File: src/rtl/uart_transmit.sv
// uart_transmit: 8N1 UART transmitter with a fixed clock divider, LSB first, idle-high line.
// Define UART_TX_PARITY_EN to insert an even-parity bit between the data bits and the stop bit(s).
module uart_transmit #(
  parameter int CLKS_PER_BIT = 10,
  parameter int STOP_BITS    = 1
) (
  input  logic       clk,
  input  logic       rst,
  input  logic [7:0] word,
  input  logic       send,
  output logic       txd,
  output logic       transmit_ready,
  output logic       transmit_done
);

  localparam int          DIV_W     = $clog2(CLKS_PER_BIT);
  localparam logic [2:0]  STOP_LAST = 3'(STOP_BITS - 1);

`ifdef UART_TX_PARITY_EN
  typedef enum logic [2:0] {S_IDLE, S_START, S_DATA, S_PARITY, S_STOP} state_t;
`else
  typedef enum logic [1:0] {S_IDLE, S_START, S_DATA, S_STOP} state_t;
`endif

  state_t           r_state, w_state_nxt;
  logic [DIV_W-1:0] r_div, w_div_nxt;
  logic [2:0]       r_idx, w_idx_nxt;
  logic [7:0]       r_shift, w_shift_nxt;
  logic             r_txd, w_txd_nxt;
  logic             r_done, w_done_nxt;
  logic             w_bit_end;
`ifdef UART_TX_PARITY_EN
  logic             r_parity, w_parity_nxt;
`endif

  assign w_bit_end = (r_div == DIV_W'(CLKS_PER_BIT - 1));

  always_ff @(posedge clk or posedge rst) begin
    if (rst) begin
      r_state  <= S_IDLE;
      r_div    <= '0;
      r_idx    <= '0;
      r_shift  <= '0;
      r_txd    <= 1'b1;
      r_done   <= 1'b0;
`ifdef UART_TX_PARITY_EN
      r_parity <= 1'b0;
`endif
    end else begin
      r_state  <= w_state_nxt;
      r_div    <= w_div_nxt;
      r_idx    <= w_idx_nxt;
      r_shift  <= w_shift_nxt;
      r_txd    <= w_txd_nxt;
      r_done   <= w_done_nxt;
`ifdef UART_TX_PARITY_EN
      r_parity <= w_parity_nxt;
`endif
    end
  end

  // txd is the registered next value so the line changes exactly on bit boundaries.
  always_comb begin
    w_state_nxt  = r_state;
    w_div_nxt    = w_bit_end ? '0 : r_div + DIV_W'(1);
    w_idx_nxt    = r_idx;
    w_shift_nxt  = r_shift;
    w_txd_nxt    = r_txd;
    w_done_nxt   = 1'b0;
`ifdef UART_TX_PARITY_EN
    w_parity_nxt = r_parity;
`endif
    case (r_state)
      S_IDLE: begin
        w_txd_nxt = 1'b1;
        w_div_nxt = '0;
        w_idx_nxt = '0;
        if (send) begin
          w_shift_nxt  = word;
          w_txd_nxt    = 1'b0;
          w_state_nxt  = S_START;
`ifdef UART_TX_PARITY_EN
          w_parity_nxt = ^word;
`endif
        end
      end
      S_START: begin
        if (w_bit_end) begin
          w_txd_nxt   = r_shift[0];
          w_state_nxt = S_DATA;
        end
      end
      S_DATA: begin
        if (w_bit_end) begin
          w_shift_nxt = {1'b0, r_shift[7:1]};
          if (r_idx == 3'd7) begin
            w_idx_nxt   = '0;
`ifdef UART_TX_PARITY_EN
            w_txd_nxt   = r_parity;
            w_state_nxt = S_PARITY;
`else
            w_txd_nxt   = 1'b1;
            w_state_nxt = S_STOP;
`endif
          end else begin
            w_idx_nxt = r_idx + 3'd1;
            w_txd_nxt = r_shift[1];
          end
        end
      end
`ifdef UART_TX_PARITY_EN
      S_PARITY: begin
        if (w_bit_end) begin
          w_txd_nxt   = 1'b1;
          w_state_nxt = S_STOP;
        end
      end
`endif
      S_STOP: begin
        if (w_bit_end) begin
          if (r_idx == STOP_LAST) begin
            w_idx_nxt   = '0;
            w_done_nxt  = 1'b1;
            w_state_nxt = S_IDLE;
          end else begin
            w_idx_nxt = r_idx + 3'd1;
          end
        end
      end
      default: begin
        w_txd_nxt   = 1'b1;
        w_state_nxt = S_IDLE;
      end
    endcase
  end

  assign txd            = r_txd;
  assign transmit_ready = (r_state == S_IDLE);
  assign transmit_done  = r_done;

endmodule

File: config.mk
export PLATFORM = sky130hd
export DESIGN_NAME = uart_transmit
export DESIGN_NICKNAME = d
export VERILOG_FILES = /design/src/rtl/uart_transmit.sv
export SDC_FILE = /design/constraint.sdc
export NUM_CORES = 1
export LEC_CHECK = 0
export CAP_MARGIN = 20
export CORE_UTILIZATION = 55
export DETAILED_ROUTE_END_ITERATION = 8
export DONT_BUFFER_PORTS = 1
export PLACE_DENSITY = 0.75
export SLEW_MARGIN = 0
export SYNTH_ARGS = -nofsm -noshare
export SYNTH_HDL_FRONTEND = slang
export SYNTH_SLANG_ARGS = --single-unit
File: constraint.sdc
create_clock -name clk -period 1.7 [get_ports clk]
set_clock_uncertainty 0.1 [all_clocks]
set_input_delay 0.34 -clock clk [delete_from_list [all_inputs] [get_ports clk]]
set_output_delay 0.34 -clock clk [all_outputs]
set_load 0.02 [all_outputs]
==> flow_summary.json <==
{
  "synth-edff-count": 0,
  "die_h_microns": 46.9,
  "max_freq_mhz": 550,
  "grt_usage_pct": 21.6,
  "syn_area_per_cell_sq_um": 10.1,
  "overflow": 0,
  "rows": 15,
  "crit_fanout": 8,
  "vias": 915,
  "routed_wl_microns": 2720,
  "rsz0062_at_grt": "true",
  "num_antenna_cells": 0,
  "crit_path_end_kind": "flip-flop",
  "violations": "negative setup slack",
  "drt_iter0_markers": 7,
  "slew_viol_final": 0,
  "hp-class": "input port to flip-flop",
  "critPathLaunch": "r_state[1]",
  "fp.dieW_microns": 46.9,
  "required_ns": 1.82,
  "regArea_sq_um": 478,
  "vias_per_cell": 5.61,
  "hold_viol": 0,
  "fin_crit_ns": 1.82,
  "grt_pass1_wl_microns": 3350,
  "synthFlopType": "dfrtp_1",
  "status": "finished, violations left",
  "grt_pass1_vias": 798,
  "clock_sinks": 19,
  "p_leak_nw": 0.752,
  "synth_cells": 110,
  "timing.hold.ws_ns": 0.0821,
  "min_from": "word[7]",
  "start_util_pct": 61.7,
  "numCtsBuffers": 3,
  "peakVddDrop_v": 0.000412,
  "grt_max_degree": 20,
  "hold_depth": 2,
  "worst_slew_pin_slew_ns": 0.332,
  "async_flop_share_pct": 100,
  "critPathKind": "flip-flop to flip-flop",
  "synth_area_sq_um": 1110,
  "ys_seq_elements": 19,
  "r2r_end": "r_shift[6]",
  "ant_nets": 0,
  "reg2regPathDepth": 8,
  "layout-drive-gt1-share_pct": 39.1,
  "clk_latency_ns": 0.29,
  "post_drt_wl_per_cell_microns": 16.7,
  "coreArea_sq_um": 1800,
  "cap_viol_max_count": 0,
  "root_buffer": "clkbuf_4",
  "ys_seq_area_share_pct": 42.9,
  "fin_nets": 161,
  "ys_warn_count": 0,
  "n_fill_cell": 120,
  "gp_congestion": 0.855,
  "slew_headroom_pct": 77.8,
  "areaGrowthSynthToFinish_pct": 32.4,
  "htreeDepth": 1,
  "reg2reg_from": "r_state[1]",
  "ys_types": 30,
  "multi_input_area_sq_um": 654,
  "setup_violations": 11,
  "post-dp-hpwl_microns": 1690,
  "port_buffers": 0,
  "crit_arrival_ns": 1.94,
  "powerDensity_nw_per_um2": 494,
  "clk_pin_slew_ns": 0.12,
  "cts_tree": "built",
  "route.detailed.drc": 0,
  "post-route-period-util_pct": 107,
  "final_core_util_pct": 81.7,
  "setup_ws_ns": -0.117,
  "pre_cts_ws_ns": -0.0115,
  "syn-num-nets": 132,
  "antenna_found_initial": 0,
  "reg2reg_slack_ns": -0.12,
  "detailedRoute.firstPassIterationCount": 4,
  "die-area_sq_um": 2200,
  "worstSetupStartpointType": "flip-flop",
  "crit_end": "r_shift[6]",
  "cts_buffer_depth": 2,
  "io_pins": 14
}
Yosys cell counts (2+ instances only):
cell type | count | area, sq um
dfrtp_1 | 18 | 450
nor2_1 | 12 | 45.0
ha_1 | 11 | 138
a21oi_1 | 10 | 50.1
inv_1 | 10 | 37.5
mux2i_1 | 9 | 90.1
nand2_1 | 8 | 30.0
o21ai_0 | 5 | 25.0
nor3_1 | 4 | 20.0
a21o_1 | 2 | 15.0
a21oi_2 | 2 | 17.5
how the worst min path moves through the flow:
stage	end	slack (ns)
after detailed placement	r_idx[1]	0.17
after floorplan	r_div[0]	0.19
after global routing	r_shift[7]	0.09
after CTS	r_shift[7]	0.09
after global placement	r_idx[2]	0.16
final	r_shift[7]	0.08
metrics by stage:
stage | std cells | setup TNS (ns) | power [mW] | area [sq um]
2_1_floorplan | 110 | 0 | 0.490 | 1120
3_3_place_gp | 152 | 0 | 0.495 | 1290
3_5_place_dp | 152 | -0.0115 | 0.497 | 1290
4_1_cts | 158 | 0 | 0.726 | 1360
5_1_grt | 163 | -1.28 | 0.749 | 1470
6_report | 163 | -0.702 | 0.726 | 1470
worst max-delay path, stage by stage, from the launching register on:
cell and delay, ns:
dfrtp_2 0.45, inv_2 0.08, ha_4 0.16, and2b_1 0.18, buf_6 0.13, a211oi_4 0.28
buf_12 0.17, nor2_1 0.05, a21oi_1 0.14
timing repair:
item                                    in CTS  in global routing
setup buffers                                1                  4
resized for setup                            6                 16
pin swaps                                    0                  6
endpoints found under the setup margin       4                 13
cloned                                       0                  1
hold buffers                                 1                  0
endpoints found under the hold margin       18                  0
cells by family (layout without fill, tap and decap cells):
family / count (synthesis) / after routing / synth area share [%]
AO/OA/AOI/OAI: 23 / 23 / 14.0
XOR/XNOR: 1 / 1 / 0.788
adder cells (fa/ha/maj): 11 / 11 / 12.4
buffers and inverters: 12 / 40 / 4.84
flip-flops: 19 / 19 / 42.9
multiplexers: 10 / 10 / 9.12
AND/OR/NAND/NOR: 34 / 34 / 16.0
registers in the layout (all words and copies together) (netlist names):
signal         count
r_div              4
r_idx              3
r_shift            8
r_state            2
transmit_done      1
txd                1
cell usage in the layout (no fill, tap or decap), types with 6 or more instances in the layout:
master and count:
nor2_1 9, a21oi_2 6, buf_4 19, a21oi_1 6, nand2_1 8, ha_1 6, inv_1 8, mux2i_1 9
dfrtp_1 17
final cells by class:
type / instances / share of cell area [%]
sequential: 19 / 32.5
timing repair buffer: 26 / 16.5
clock buffer: 3 / 1.53
multi-input combinational: 79 / 44.5
inverter: 10 / 2.55
clock inverter: 1 / 0.340
tap: 25 / 2.13
power by group:
group	internal, mW	switching [mW]
Combinational	0.0103	0.0151
Sequential	0.460	0.00721
Clock	0.0874	0.146
metal layers:
layer,track usage (%),vias up,part of all wire (%)
met3,3.46,4,1.8
met5,0,-,0
met2,38.1,11,54
li1,-,430,-
met1,28.7,470,43
met4,2.86,0,1.0
Note: power is estimated with default switching activity, not from simulation.
==> variant, RTL diff (same flow settings) <==
Reset style: synchronous (`rst`), changed in one clocked block.
--- a/src/rtl/uart_transmit.sv
+++ b/src/rtl/uart_transmit.sv
@@ -35,7 +35,7 @@
 
   assign w_bit_end = (r_div == DIV_W'(CLKS_PER_BIT - 1));
 
-  always_ff @(posedge clk or posedge rst) begin
+  always_ff @(posedge clk) begin
     if (rst) begin
       r_state  <= S_IDLE;
       r_div    <= '0;
Function: differs if rst is asserted again (counterexample within 4 cycles, from zero or initial values and one cycle with rst high); with rst held inactive, the same outputs for 10 cycles.
==> variant against the original RTL <==
  * Routed wire length shrank 25%
  * Worst setup slack gained 160 ps
  * Synthesized area shrank 9.0%
  * Critical path depth shrank 2
  * Via count shrank 14%
  * Final area shrank 20%
  * Critical endpoint is now r_idx[0]
  * Sequential cell count is the same
  * Largest cell class unchanged
Power is left out: it rests on default switching activity, and per cell area and clock period it moved more than threefold.
==> variant: results (changes against the original RTL) <==
* # hold bufs at CTS at 1 (unchanged)
* Syn Nets at 129 (-2.3%)
* R2r worst-path depth at 6 (-2)
* Max-slew violation count at 0 (unchanged)
* Largest net degree at the start of global routing at 17 (-15%)
* Synth warn at 0 (unchanged)
* Commonest cells in the netlist: 19 x dfxtp_1, 13 x nor2_1, 10 x ha_1
* Overall routing resource usage at 20.2% (-1.4 points)
* Crit path max-delay family: simple AND/OR/NAND/NOR gates
* Hold endpoint: r_shift[6]
* Distinct cells, synth at 32 (+6.7%)
* R2r setup slk at 50 ps (+160 ps)
* DPL Wire Length at 1.40 mm (-17%)
* H-tree depth at 1 (unchanged)
* WHS Path Cells at 1 (-1)
* Outcome: finished, final reports clean
* Vias in the first global route at 750 (-6.0%)
* CP peak stage delay at 370 ps (-80 ps)
* CTS root buf: clkbuf_4
* Final GP Congestion at 0.924 (+8.1%)
* Layout cells sized above 1 at 23.7% (-15 points)
* Largest registers: r_shift (8), r_div (4), r_idx (3)
* Post-Synth Adder-Cell Area at 12.4% (about the same)
* Drt first pass iters at 4 (unchanged)
* Final Hold Slack at 9.31 ps (-72.8 ps)
* Syn avg cell area at 9.36 sq um (-7.3%)
* Slew headroom at 77.0% (-0.73 points)
* Critical-path top delay cell: or3_1
* Multiplexer share of the synthesized area at 8.42% (-0.71 points)
* First-pass GRT wire length at 3.02 mm (-9.9%)
* Clock transition at the registers of the reported paths at 110 ps
* Worst path arrival time at 1780 ps (-160 ps)
* Reg-to-Reg End: r_idx[0]
* Synth Area in Compound Gates at 17.1% (+3.1 points)
* Synth area leaders: dfxtp_1 38%, ha_1 12%, mux2i_1 6.9%, a211oi_1 5.9%, nor2_1 4.8%
* Total wire length at 2.05 mm (-25%)
* Via count at 784 (-14%)
* Antenna fix cells at 0 (unchanged)
* HP Start: rst
* 1st-iter DRT viols at 11 (+4)
* IO Port Bufs at 0 (unchanged)
* Post-CTS Setup Repair Bufs at 0 (-1)
* R2r startpoint: r_idx[0]
* Post-CTS Resized at 1 (-5)
* Sequential area share after synthesis at 37.6% (-5.3 points)
* Number of antenna violations at the first check in global routing at 0 (unchanged)
* Post-synthesis xor/xnor area fraction at 1.73% (+0.94 points)
* Final #Nets at 140 (-13%)
* Post-synth ARST share at 0% (-100 points)
* Clock latency on the worst-skew pair at 290 ps (about the same)
* Max FO, Critical Path at 5 (-3)
==> variant: cell count changes after synthesis, sizes merged, moves of 4 or more <==
cell and delta:
a211oi +8, a21oi -4, dfrtp -18, dfxtp +19
inv -4, nor3 -4
==> variant: worst max-delay path by stage <==
stage	start	end	slack [ps]	depth (start not counted)
after global routing	r_idx[0]	r_idx[0]	-20	6
final	r_idx[0]	r_idx[0]	50	6
after detailed placement	r_state[0]	r_state[0]	10	6
after CTS	r_div[0]	r_idx[2]	30	5
after floorplan	r_state[0]	r_shift[4]	20	7
after global placement	r_state[0]	r_state[0]	70	6
==> variant: cells by family after synthesis <==
group	count (synthesis)
AND/OR/NAND/NOR	34
AO/OA/AOI/OAI	25
flip-flops	19
buffers and inverters	10
adder cells (fa/ha/maj)	10
multiplexers	8
XOR/XNOR	2
==> variant: area by class of cell <==
cell class	instances	area, sq um
Sequential cell	19	387
Fill cell	150	548
Timing Repair Buffer	10	92.6
Inverter	6	22.5
Multi-Input combinational cell	79	619
Clock buffer	4	26.3
Tap cell	25	31.3
==> variant: routing by layer <==
layer / global-route usage (%) / vias up / share of wire (%)
met5: 0 / - / 0
met3: 4.00 / 2 / 6.0
met1: 25.2 / 361 / 47
met2: 34.4 / 24 / 46
li1: - / 397 / -
met4: 7.27 / 0 / 0.78
==> variant: metrics by stage <==
step                instances  instance area (sq um)  setup TNS, ps  worst slack (ps)
floorplan                 108                   1010              0              24.9
global placement          136                   1090              0              67.9
detailed placement        136                   1090              0              14.0
CTS                       141                   1120              0              25.3
global route              143                   1180          -28.5             -17.5
finish                    143                   1180              0              47.5
==> variant: worst reg2reg max path: cells and delay by family, from the launching register on <==
kind,cells,cell delay (ps)
simple gates,2,540
fa+ha+maj,2,400
flops,1,350
compound gates,2,210
